--- src/rtl/handshake_eager_fork.sv ---
// handshake_eager_fork: replicates one elastic token to SIZE consumers.
// Each consumer may take the token in a different cycle; the input token
// retires only once every consumer has taken it exactly once.
//
// Ports:
//   clk        - rising-edge clock
//   rst        - synchronous active-high reset (clears emitted bits)
//   ins        - input token data
//   ins_valid  - input token valid
//   ins_ready  - input token accepted this cycle (combinational)
//   outs       - replicated data, channel i at [i*DATA_WIDTH +: DATA_WIDTH]
//   outs_valid - per-channel valid (combinational)
//   outs_ready - per-channel ready
module handshake_eager_fork #(
    parameter int unsigned SIZE       = 2,
    parameter int unsigned DATA_WIDTH = 32
) (
    input  logic                         clk,
    input  logic                         rst,
    input  logic [DATA_WIDTH-1:0]        ins,
    input  logic                         ins_valid,
    output logic                         ins_ready,
    output logic [SIZE*DATA_WIDTH-1:0]   outs,
    output logic [SIZE-1:0]              outs_valid,
    input  logic [SIZE-1:0]              outs_ready
);

    // emitted[i] = channel i has already taken the current token
    logic [SIZE-1:0] emitted;
    logic [SIZE-1:0] emitted_next;
    logic [SIZE-1:0] done;
    logic [SIZE-1:0] xfer;

    // Data is a pure fan-out wire
    assign outs = {SIZE{ins}};

    // Handshake and next-emitted logic; retire wins over per-channel set
    always_comb begin
        outs_valid   = '0;
        done         = '0;
        xfer         = '0;
        ins_ready    = 1'b0;
        emitted_next = emitted;

        outs_valid = {SIZE{ins_valid}} & ~emitted;
        done       = emitted | outs_ready;
        ins_ready  = &done;
        xfer       = outs_valid & outs_ready;

        if (ins_valid && ins_ready) begin
            emitted_next = '0;
        end else begin
            emitted_next = emitted | xfer;
        end
    end

    // Emitted-bit register
    always_ff @(posedge clk) begin
        if (rst) begin
            emitted <= '0;
        end else begin
            emitted <= emitted_next;
        end
    end

endmodule

--- config.mk ---
export PLATFORM = sky130hd
export DESIGN_NAME = handshake_eager_fork
export DESIGN_NICKNAME = d
export VERILOG_FILES = /design/src/rtl/handshake_eager_fork.sv
export SDC_FILE = /design/constraint.sdc
export NUM_CORES = 1
export LEC_CHECK = 0
export BUFFER_PORTS_ARGS = -buffer_cell sky130_fd_sc_hd__buf_2
export CAP_MARGIN = 5
export CORE_MARGIN = 1
export CORE_UTILIZATION = 29
export CTS_BUF_LIST = sky130_fd_sc_hd__clkbuf_8
export DETAILED_ROUTE_END_ITERATION = 6
export GPL_TIMING_DRIVEN = 0
export PLACE_DENSITY = 0.85
export SLEW_MARGIN = 15
export SYNTH_ARGS = -nofsm -noshare
export SYNTH_HDL_FRONTEND = slang
export SYNTH_SLANG_ARGS = --single-unit
--- constraint.sdc ---
create_clock -name clk -period 1.63 [get_ports clk]
set_input_delay 0.2445 -clock clk [delete_from_list [all_inputs] [get_ports clk]]
set_output_delay 0.2445 -clock clk [all_outputs]
set_load 0.005 [all_outputs]
; ---- After elaboration in Yosys (flattened, before gate mapping)
; Index checks and enable logic that the tools add are counted.
[totals]
mem_bits_ro = 0
mem_bits_rw = 0
output_inout_bits = 67
in_bits = 37
elab_cells = 9
latch_bits = 0
ff_bits = 2
n_memories = 0
[classes]
bitwise_logic = 5
n_shift = 0
eq_ne = 0
mux = 0
mul = 0
n_reduce_logical = 3
n_div = 0
addsub = 0
magnitude_cmp = 0
[op_table]
columns = cell, count
row1 = 2-bit AND, 2
row2 = 2-bit bitwise OR, 2
row3 = 2-bit inverter, 1
row4 = 2-bit AND reduction, 1
row5 = 2-bit OR reduction, 1
row6 = 1-bit logical AND, 1

; ---- Longest topological paths before layout
; Gate-level depths: netlist (run 1).
[depth]
word_depth = 4
ltp_mapped = 2
mapped_depth_nobuf = 2

; ---- Worst setup path before layout (run 1)
; Ideal clock, no wire load.
[synth_timing]
path_type = register to output
from = reg emitted[0]
to = out ins_ready
setup_slack_ps = 866
stages_incl_launch_ff = 2
required_ps = 1385
path_buffers = 0
arrival_time_ps = 519
cell_sequence = dfxtp_1 -> o22a_1
[synth_via]
elab_chain_len = 2
[synth_rtl]
columns = item, line_no
row1 = "start, declared", 29  ; logic [SIZE-1:0] emitted;
row2 = "start signal, assigned", 62  ; emitted <= emitted_next;
row3 = 2-bit bitwise OR, 46  ; done = emitted | outs_ready;
row4 = 2-bit AND reduction, 47  ; ins_ready = &done;
row5 = "end, declared", 22  ; output logic ins_ready,
; No other way between the ends.

; ---- Worst setup path in the final report (run 1)
; Ends and elaborated chain as after synthesis.

==> results of run 1 <==
==> kinds of logic after synthesis <==
kind of cell / after synthesis / share of synthesized area (%)
AO/OA/AOI/OAI: 5 / 5.86
AND/OR/NAND/NOR: 4 / 3.90
buffers and inverters: 64 / 83.3
flip-flops: 2 / 6.94
==> final timing paths <==
check	startpoint	endpoint	slack, ns
worst max-delay path	emitted[0]$_SDFF_PP0_	ins_ready	0.51
worst min-delay path	rst	emitted[0]$_SDFF_PP0_	0.21
worst max register to register	emitted[0]$_SDFF_PP0_	emitted[1]$_SDFF_PP0_	0.91
worst min register to register	emitted[0]$_SDFF_PP0_	emitted[0]$_SDFF_PP0_	0.54
==> worst max-delay path, cell delays in order (launching register included) <==
cell,delay [ns]
dfxtp_1,0.32
o22a_1,0.22
buf_2,0.13
==> through the flow <==
stage	utilization, %	area (sq um)	std cells
2_1_floorplan	-	577	75
6_report	55.8	1000	174
5_1_grt	55.8	1000	174
3_5_place_dp	53.5	963	171
4_1_cts	55.8	1000	174
3_3_place_gp	53.5	963	171
==> final cells by class <==
class                   count  area [sq um]
plain buffers              64           480
clock buffers               3          41.3
fillers                   168           797
multi-input cells           9          56.3
flip-flops and latches      2          40.0
well taps                  25          31.3
repair buffers             71           355
==> power by group <==
part	internal [mW]	switching (mW)	leakage, nW
Clock	0.156	0.0389	0.0216
Sequential	0.0522	0.00254	0.0164
Combinational	0.161	0.0648	0.606
==> per-layer routing <==
metal	vias up	GRT usage [%]	part of all wire, %
met5	-	0	0
met4	0	12.4	2.9
met2	62	23.3	58
li1	317	-	-
met1	264	8.08	27
met3	5	1.18	12
==> cell usage after synthesis <==
library cell   n
o22a_1         1
o21a_1         2
nor2b_1        2
a21oi_1        2
dfxtp_1        2
buf_4         64
nor3_1         2
==> flow_summary.yaml, run 1 <==
cts:
  clockBufferDepth: 2
  cts_sinks: 2
  cts_tree: "built"
  postCtsHoldBufs: 0
  htreeDepth: 1
  postCtsSetupBuffers: 0
  ctsResizeCount: 0
  clock_latency_ns: 0.21
  root_buffer: "clkbuf_8"
  cts_buffers: 3
  clk_pin_slew_ns: 0.03
final_layout:
  finalNetCount: 188
  top_register: "emitted"
  top_regs: "emitted x2"
  insertedDiodeCount: 0
  layout_common_cells: "buf_2, buf_4, clkbuf_8"
  final_common_cell: "buf_2"
  syn_to_final_growth_pct: 74.2
  drive_above_1_share_pct: 92.6
  largest_reg_flops: 2
global_routing:
  track_usage_pct: 11.4
  grt_first_pass_wirelength_um: 1660
  grt_antenna_before_repair: 0
  grt.overflow.total: 0
  grt_max_degree: 7
  grt_pass1_vias: 474
worst_hold_path:
  hold_path_depth: 2
  hold_class: "input port to flip-flop"
sta:
  rsz0062_at_grt: "no"
  worst_pin_slew_ns: 0.157
  finalSetupViolations: 0
  finalCriticalPeriod_ns: 1.12
  drv_slew: 0
  hold_violations: 0
  holdWs_ns: 0.215
  timing.final.crit_share_pct: 68.5
  fmax_mhz: 895
  worst_slack_ns: 0.513
  slew_headroom_pct: 89.5
  tns_ns: 0
  skew_ns: 0.00134
run_status:
  outcome: "completed"
logic_synthesis:
  yosysSeqAreaShare_pct: 6.94
  synth.area.top_cells: "buf_4, dfxtp_1, o21a_1, nor2b_1, a21oi_1"
  synth_area_leader_cell: "buf_4"
  syn-num-nets: 112
  synth-warning-count: 0
  ys_types: 7
  synthCells: 75
  netlist.area_leader.share_pct: 83.3
  syn_area_sq_um: 577
  avgSynthCellArea_sq_um: 7.69
  synth_seq_cells: 2
setup_path:
  crit_type: "flip-flop to output port"
  cp-start-kind: "flip-flop"
  reg2reg_depth: 2
  cp_max_fo: 4
  critical_path_arrival_ns: 0.87
  required_ns: 1.39
  end_kind: "output port"
power:
  p_leak_nw: 0.644
  peakVddDrop_v: 0.000226
  total_power_mw: 0.476
  p_per_area_nw_per_um2: 474
die:
  fp.dieH_um: 46.6
  start_util_pct: 32.0
  core_sq_um: 1800
  ios: 104
  die_x_um: 46.6
  num_rows: 15
  dieArea_sq_um: 2170
routing:
  wirelength_um: 1460
  firstDrtPassIters: 4
  via_per_inst: 3.72
  drt_iter0_markers: 2
  routedWlPerCell_um: 8.40
  ant_nets: 0
  route.vias.total: 648
  drc_errors: 0
placement:
  dp_hpwl_um: 1300
  portBuffers: 71
  dp_worst_setup_slack_ns: 0.707
  gp_congestion: 0.604
run:
  cap_violations: 0
(Power assumes the default switching activity.)
==> inputs of run 2 (changes only) <==
--- a/config.mk
+++ b/config.mk
@@ -8,11 +8,11 @@
 export BUFFER_PORTS_ARGS = -buffer_cell sky130_fd_sc_hd__buf_2
 export CAP_MARGIN = 5
 export CORE_MARGIN = 1
-export CORE_UTILIZATION = 29
+export CORE_UTILIZATION = 27
 export CTS_BUF_LIST = sky130_fd_sc_hd__clkbuf_8
 export DETAILED_ROUTE_END_ITERATION = 6
 export GPL_TIMING_DRIVEN = 0
-export PLACE_DENSITY = 0.85
+export PLACE_DENSITY = 0.8
 export SLEW_MARGIN = 15
 export SYNTH_ARGS = -nofsm -noshare
 export SYNTH_HDL_FRONTEND = slang
==> constraint.sdc (replaced) <==
create_clock -name clk -period 1.1 [get_ports clk]
set_input_delay 0.165 -clock clk [delete_from_list [all_inputs] [get_ports clk]]
set_output_delay 0.165 -clock clk [all_outputs]
set_load 0.005 [all_outputs]
==> run 2 against run 1 <==
Power is 46% higher. Global-route usage is 3.7 points lower. Sequential share of layout area hardly changed. Hold slack worse by 0.072 ns. Combinational power is 47% higher. First-iteration DRC count stayed put. Worst setup slack worse by 0.44 ns. Die area is 7.1% higher. Count of clock-buffer cells in the layout stayed put. Cell area is 0.25% higher. Final cell count is 1.1% higher. Clock skew is 0.0010 ns higher. Largest cell class unchanged. Largest power group unchanged. Highest routed layer is now met3.
==> flow_summary.yaml, run 2 (synthesis gave the netlist of run 1 again) <==
run_status:
  outcome: "completed"
setup_path:
  crit_type: "flip-flop to output port"
  required_ns: 0.94
  end_kind: "output port"
  cp_top_family: "flip-flops"
  cp_max_fo: 4
  path_cells: "o22a_1 -> buf_2"
  reg2reg_depth: 2
  critical_path_arrival_ns: 0.86
  crit_slowest_cell: "dfxtp_1"
  critPathBufInv: 1
  cp-start-kind: "flip-flop"
  cp_num_cells: 2
  slowest_delay_ns: 0.32
final_layout:
  fillCellCount: 196
  layout_common_cells: "buf_2, buf_4, clkbuf_8"
  top_register: "emitted"
  final_common_cell: "buf_2"
  syn_to_final_growth_pct: 74.6
  finalNetCount: 188
  top_regs: "emitted x2"
  insertedDiodeCount: 0
  drive_above_1_share_pct: 92.6
  largest_reg_flops: 2
global_routing:
  use_met3_pct: 1.11
  met2_usage_pct: 17.1
  met1_usage_pct: 6.40
  grt_max_degree: 7
  grt_pass1_vias: 410
  track_usage_pct: 7.74
  grt_first_pass_wirelength_um: 1310
  grt_antenna_before_repair: 0
  top_usage_layer: "met2"
  grt.overflow.total: 0
sta:
  worst_slack_ns: 0.0774
  finalCriticalPeriod_ns: 1.02
  finalSetupViolations: 0
  slew_headroom_pct: 90.6
  worst_pin_slew_ns: 0.140
  timing.final.crit_share_pct: 93.0
  hold_violations: 0
  skew_ns: 0.00235
  tns_ns: 0
  fmax_mhz: 978
  rsz0062_at_grt: "no"
  drv_slew: 0
cts:
  cts_sinks: 2
  postCtsSetupBuffers: 0
  postCtsHoldBufs: 0
  cts_tree: "built"
  clk_pin_slew_ns: 0.03
  clockBufferDepth: 2
  cts_buffers: 3
  htreeDepth: 1
  clock_latency_ns: 0.21
  ctsResizeCount: 0
  root_buffer: "clkbuf_8"
die:
  start_util_pct: 29.1
  ios: 104
  num_rows: 16
  die_x_um: 48.2
  dieArea_sq_um: 2330
  fp.dieH_um: 48.2
  core_sq_um: 1980
worst_hold_path:
  hold_class: "input port to flip-flop"
  hold_path_depth: 2
placement:
  dp_worst_setup_slack_ns: 0.291
  dp_hpwl_um: 1190
  gp_congestion: 0.650
  portBuffers: 71
routing:
  wirelength_um: 1280
  ant_nets: 0
  via_per_inst: 3.64
  route.vias.total: 641
  routedWlPerCell_um: 7.26
  firstDrtPassIters: 4
  drt_iter0_markers: 2
  drc_errors: 0
power:
  p_per_area_nw_per_um2: 688
  total_power_mw: 0.693
  peakVddDrop_v: 0.000324
  p_leak_nw: 0.644
run:
  cap_violations: 0
==> run 2: cell counts in the layout (fill, tap and decap cells not counted) <==
Identical to the previous run, type by type.
==> run 2: through the flow <==
| step | util [%] | instance area [sq um] | cells | hold WS (ns) |
|---|---|---|---|---|
| final | 50.8 | 1010 | 176 | 0.143 |
| after global routing | 50.8 | 1010 | 176 | 0.144 |
| after CTS | 50.8 | 1010 | 176 | 0.139 |
| after detailed placement | 48.7 | 966 | 173 | 0.355 |
| after global placement | 48.7 | 966 | 173 | 0.350 |
| after floorplan | - | 577 | 75 | 0.242 |
==> run 2: metal layers <==
metal | vias to the layer above | share of wire (%)
met2 | 61 | 58
met1 | 262 | 26
li1 | 318 | -
met5 | - | 0
met3 | 0 | 17
met4 | 0 | 0
==> run 2: layout make-up <==
type,count,area (sq um),area share [%]
repair buffers,71,355,35.3
multi-input cells,9,56.3,5.59
clock buffers,3,41.3,4.10
flip-flops and latches,2,40.0,3.98
well taps,27,33.8,3.35
plain buffers,64,480,47.7
==> run 2: worst paths after layout <==
path                                            start               endpoint  slack (ns)
worst min-delay path                              rst  emitted[0]$_SDFF_PP0_        0.14
worst min register to register  emitted[0]$_SDFF_PP0_  emitted[0]$_SDFF_PP0_        0.54
worst max-delay path            emitted[0]$_SDFF_PP0_              ins_ready        0.08
worst max register to register  emitted[0]$_SDFF_PP0_  emitted[1]$_SDFF_PP0_        0.39
==> run 2: where the power goes <==
group	switching [mW]	internal [mW]
clock	0.0486	0.231
combinational	0.0930	0.239
sequential	0.00419	0.0774
==> inputs of run 3 (changes only) <==
==> constraint.sdc (replaced) <==
create_clock -name clk -period 1.1 [get_ports clk]
set_input_delay 0.22 -clock clk [delete_from_list [all_inputs] [get_ports clk]]
set_output_delay 0.22 -clock clk [all_outputs]
set_load 0.005 [all_outputs]
==> run 3 against run 2 <==
Clock skew is the same. Count of clock-buffer cells in the layout unchanged. Hold slack gained 0.047 ns. Power is essentially flat. Largest cell class unchanged.
==> flow_summary.yaml, run 3 (synthesis gave the netlist of run 1 again) <==
routing:
  wirelength_um: 1280
  ant_nets: 0
  drt_iter0_markers: 2
  firstDrtPassIters: 4
  drc_errors: 0
  routedWlPerCell_um: 7.27
  route.vias.total: 642
  via_per_inst: 3.65
sta:
  slew_headroom_pct: 90.6
  timing.final.crit_share_pct: 97.1
  worst_slack_ns: 0.0319
  fmax_mhz: 936
  skew_ns: 0.00235
  worst_pin_slew_ns: 0.140
  finalSetupViolations: 0
  holdWs_ns: 0.190
  rsz0062_at_grt: "no"
  hold_violations: 0
  tns_ns: 0
  finalCriticalPeriod_ns: 1.07
  drv_slew: 0
placement:
  placed_area_sq_um: 966
  dp_hpwl_um: 1190
  gp_congestion: 0.650
  dp_worst_setup_slack_ns: 0.236
  portBuffers: 71
  place_inst: 173
final_layout:
  fillCellCount: 195
  regArea_sq_um: 41.3
  top_regs: "emitted x2"
  layout_common_cells: "buf_2, buf_4, clkbuf_8"
  stdcell_count: 176
  insertedDiodeCount: 0
  top_register: "emitted"
  fin_util_pct: 50.9
  multi_input_area_sq_um: 56.3
  final_area_sq_um: 1010
  syn_to_final_growth_pct: 74.8
  final_common_cell: "buf_2"
  largest_reg_flops: 2
  drive_above_1_share_pct: 93.3
  finalNetCount: 188
setup_path:
  r2r-start: "emitted[1]$_SDFF_PP0_"
  reg2reg_depth: 2
  timing.rr.end: "emitted[0]$_SDFF_PP0_"
  slowest_delay_ns: 0.32
  crit_slowest_cell: "dfxtp_2"
  required_ns: 0.88
  crit_type: "flip-flop to output port"
  cp-start-kind: "flip-flop"
  cp-startpoint: "emitted[0]$_SDFF_PP0_"
  worstSetupEndpoint: "ins_ready"
  critical_path_arrival_ns: 0.85
  end_kind: "output port"
  cp_max_fo: 4
  path_cells: "o22a_1 -> buf_2"
  reg2reg_setup_slack_ns: 0.39
global_routing:
  grt.overflow.total: 0
  grt_pass1_vias: 410
  track_usage_pct: 7.74
  grt_first_pass_wirelength_um: 1310
  grt_max_degree: 7
  grt_antenna_before_repair: 0
cts:
  clk_pin_slew_ns: 0.03
  postCtsHoldBufs: 0
  clockBufferDepth: 2
  root_buffer: "clkbuf_8"
  cts_buffers: 3
  cts_sinks: 2
  cts_tree: "built"
  htreeDepth: 1
  clock_latency_ns: 0.21
die:
  num_rows: 16
  die_x_um: 48.2
  dieArea_sq_um: 2330
  core_sq_um: 1980
  fp.dieH_um: 48.2
  ios: 104
  start_util_pct: 29.1
power:
  p_leak_nw: 0.645
  peakVddDrop_v: 0.000324
  total_power_mw: 0.693
  p_per_area_nw_per_um2: 688
worst_hold_path:
  hold_class: "input port to flip-flop"
run:
  cap_violations: 0
run_status:
  outcome: "completed"
-- run 3: area by class of cell --
| cell class | count | share of cell area [%] |
|---|---|---|
| plain buffers | 64 | 47.6 |
| multi-input cells | 9 | 5.58 |
| well taps | 27 | 3.35 |
| flip-flops and latches | 2 | 4.09 |
| clock buffers | 3 | 4.09 |
| repair buffers | 71 | 35.2 |
-- run 3: how the worst min path moves through the flow --
stage / depth (start not counted) / to / from
CTS: 2 / emitted[0]$_SDFF_PP0_ / rst
floorplan: 1 / emitted[0]$_SDFF_PP0_ / rst
global placement: 2 / emitted[0]$_SDFF_PP0_ / rst
finish: 2 / emitted[0]$_SDFF_PP0_ / rst
global route: 2 / emitted[0]$_SDFF_PP0_ / rst
detailed placement: 2 / emitted[1]$_SDFF_PP0_ / rst
-- run 3: repair_timing --
item / in CTS / in global routing
endpoints found under the hold margin: 0 / 0
resized for setup: 0 / 1
setup buffers: 0 / 0
endpoints found under the setup margin: 0 / 1
-- run 3: power breakdown --
part | internal, mW | total, mW | switching [mW]
Combinational | 0.239 | 0.332 | 0.0931
Sequential | 0.0779 | 0.0821 | 0.00418
Clock | 0.231 | 0.279 | 0.0486
-- run 3: layer usage --
| metal | global-route usage (%) | vias to the layer above | part of all wire, % | wire length [um] |
|---|---|---|---|---|
| met5 | 0 | - | 0 | 0 |
| met2 | 17.1 | 61 | 57 | 734 |
| met1 | 6.40 | 263 | 26 | 329 |
| met3 | 1.11 | 0 | 17 | 215 |
| li1 | - | 318 | - | - |
| met4 | 3.33 | 0 | 0 | 0 |
-- run 3: worst max-delay path, delay by kind of cell (launching register included) --
family          cells  cell delay (ns)
compound gates      1             0.20
buf+inv             1             0.12
flops               1             0.32
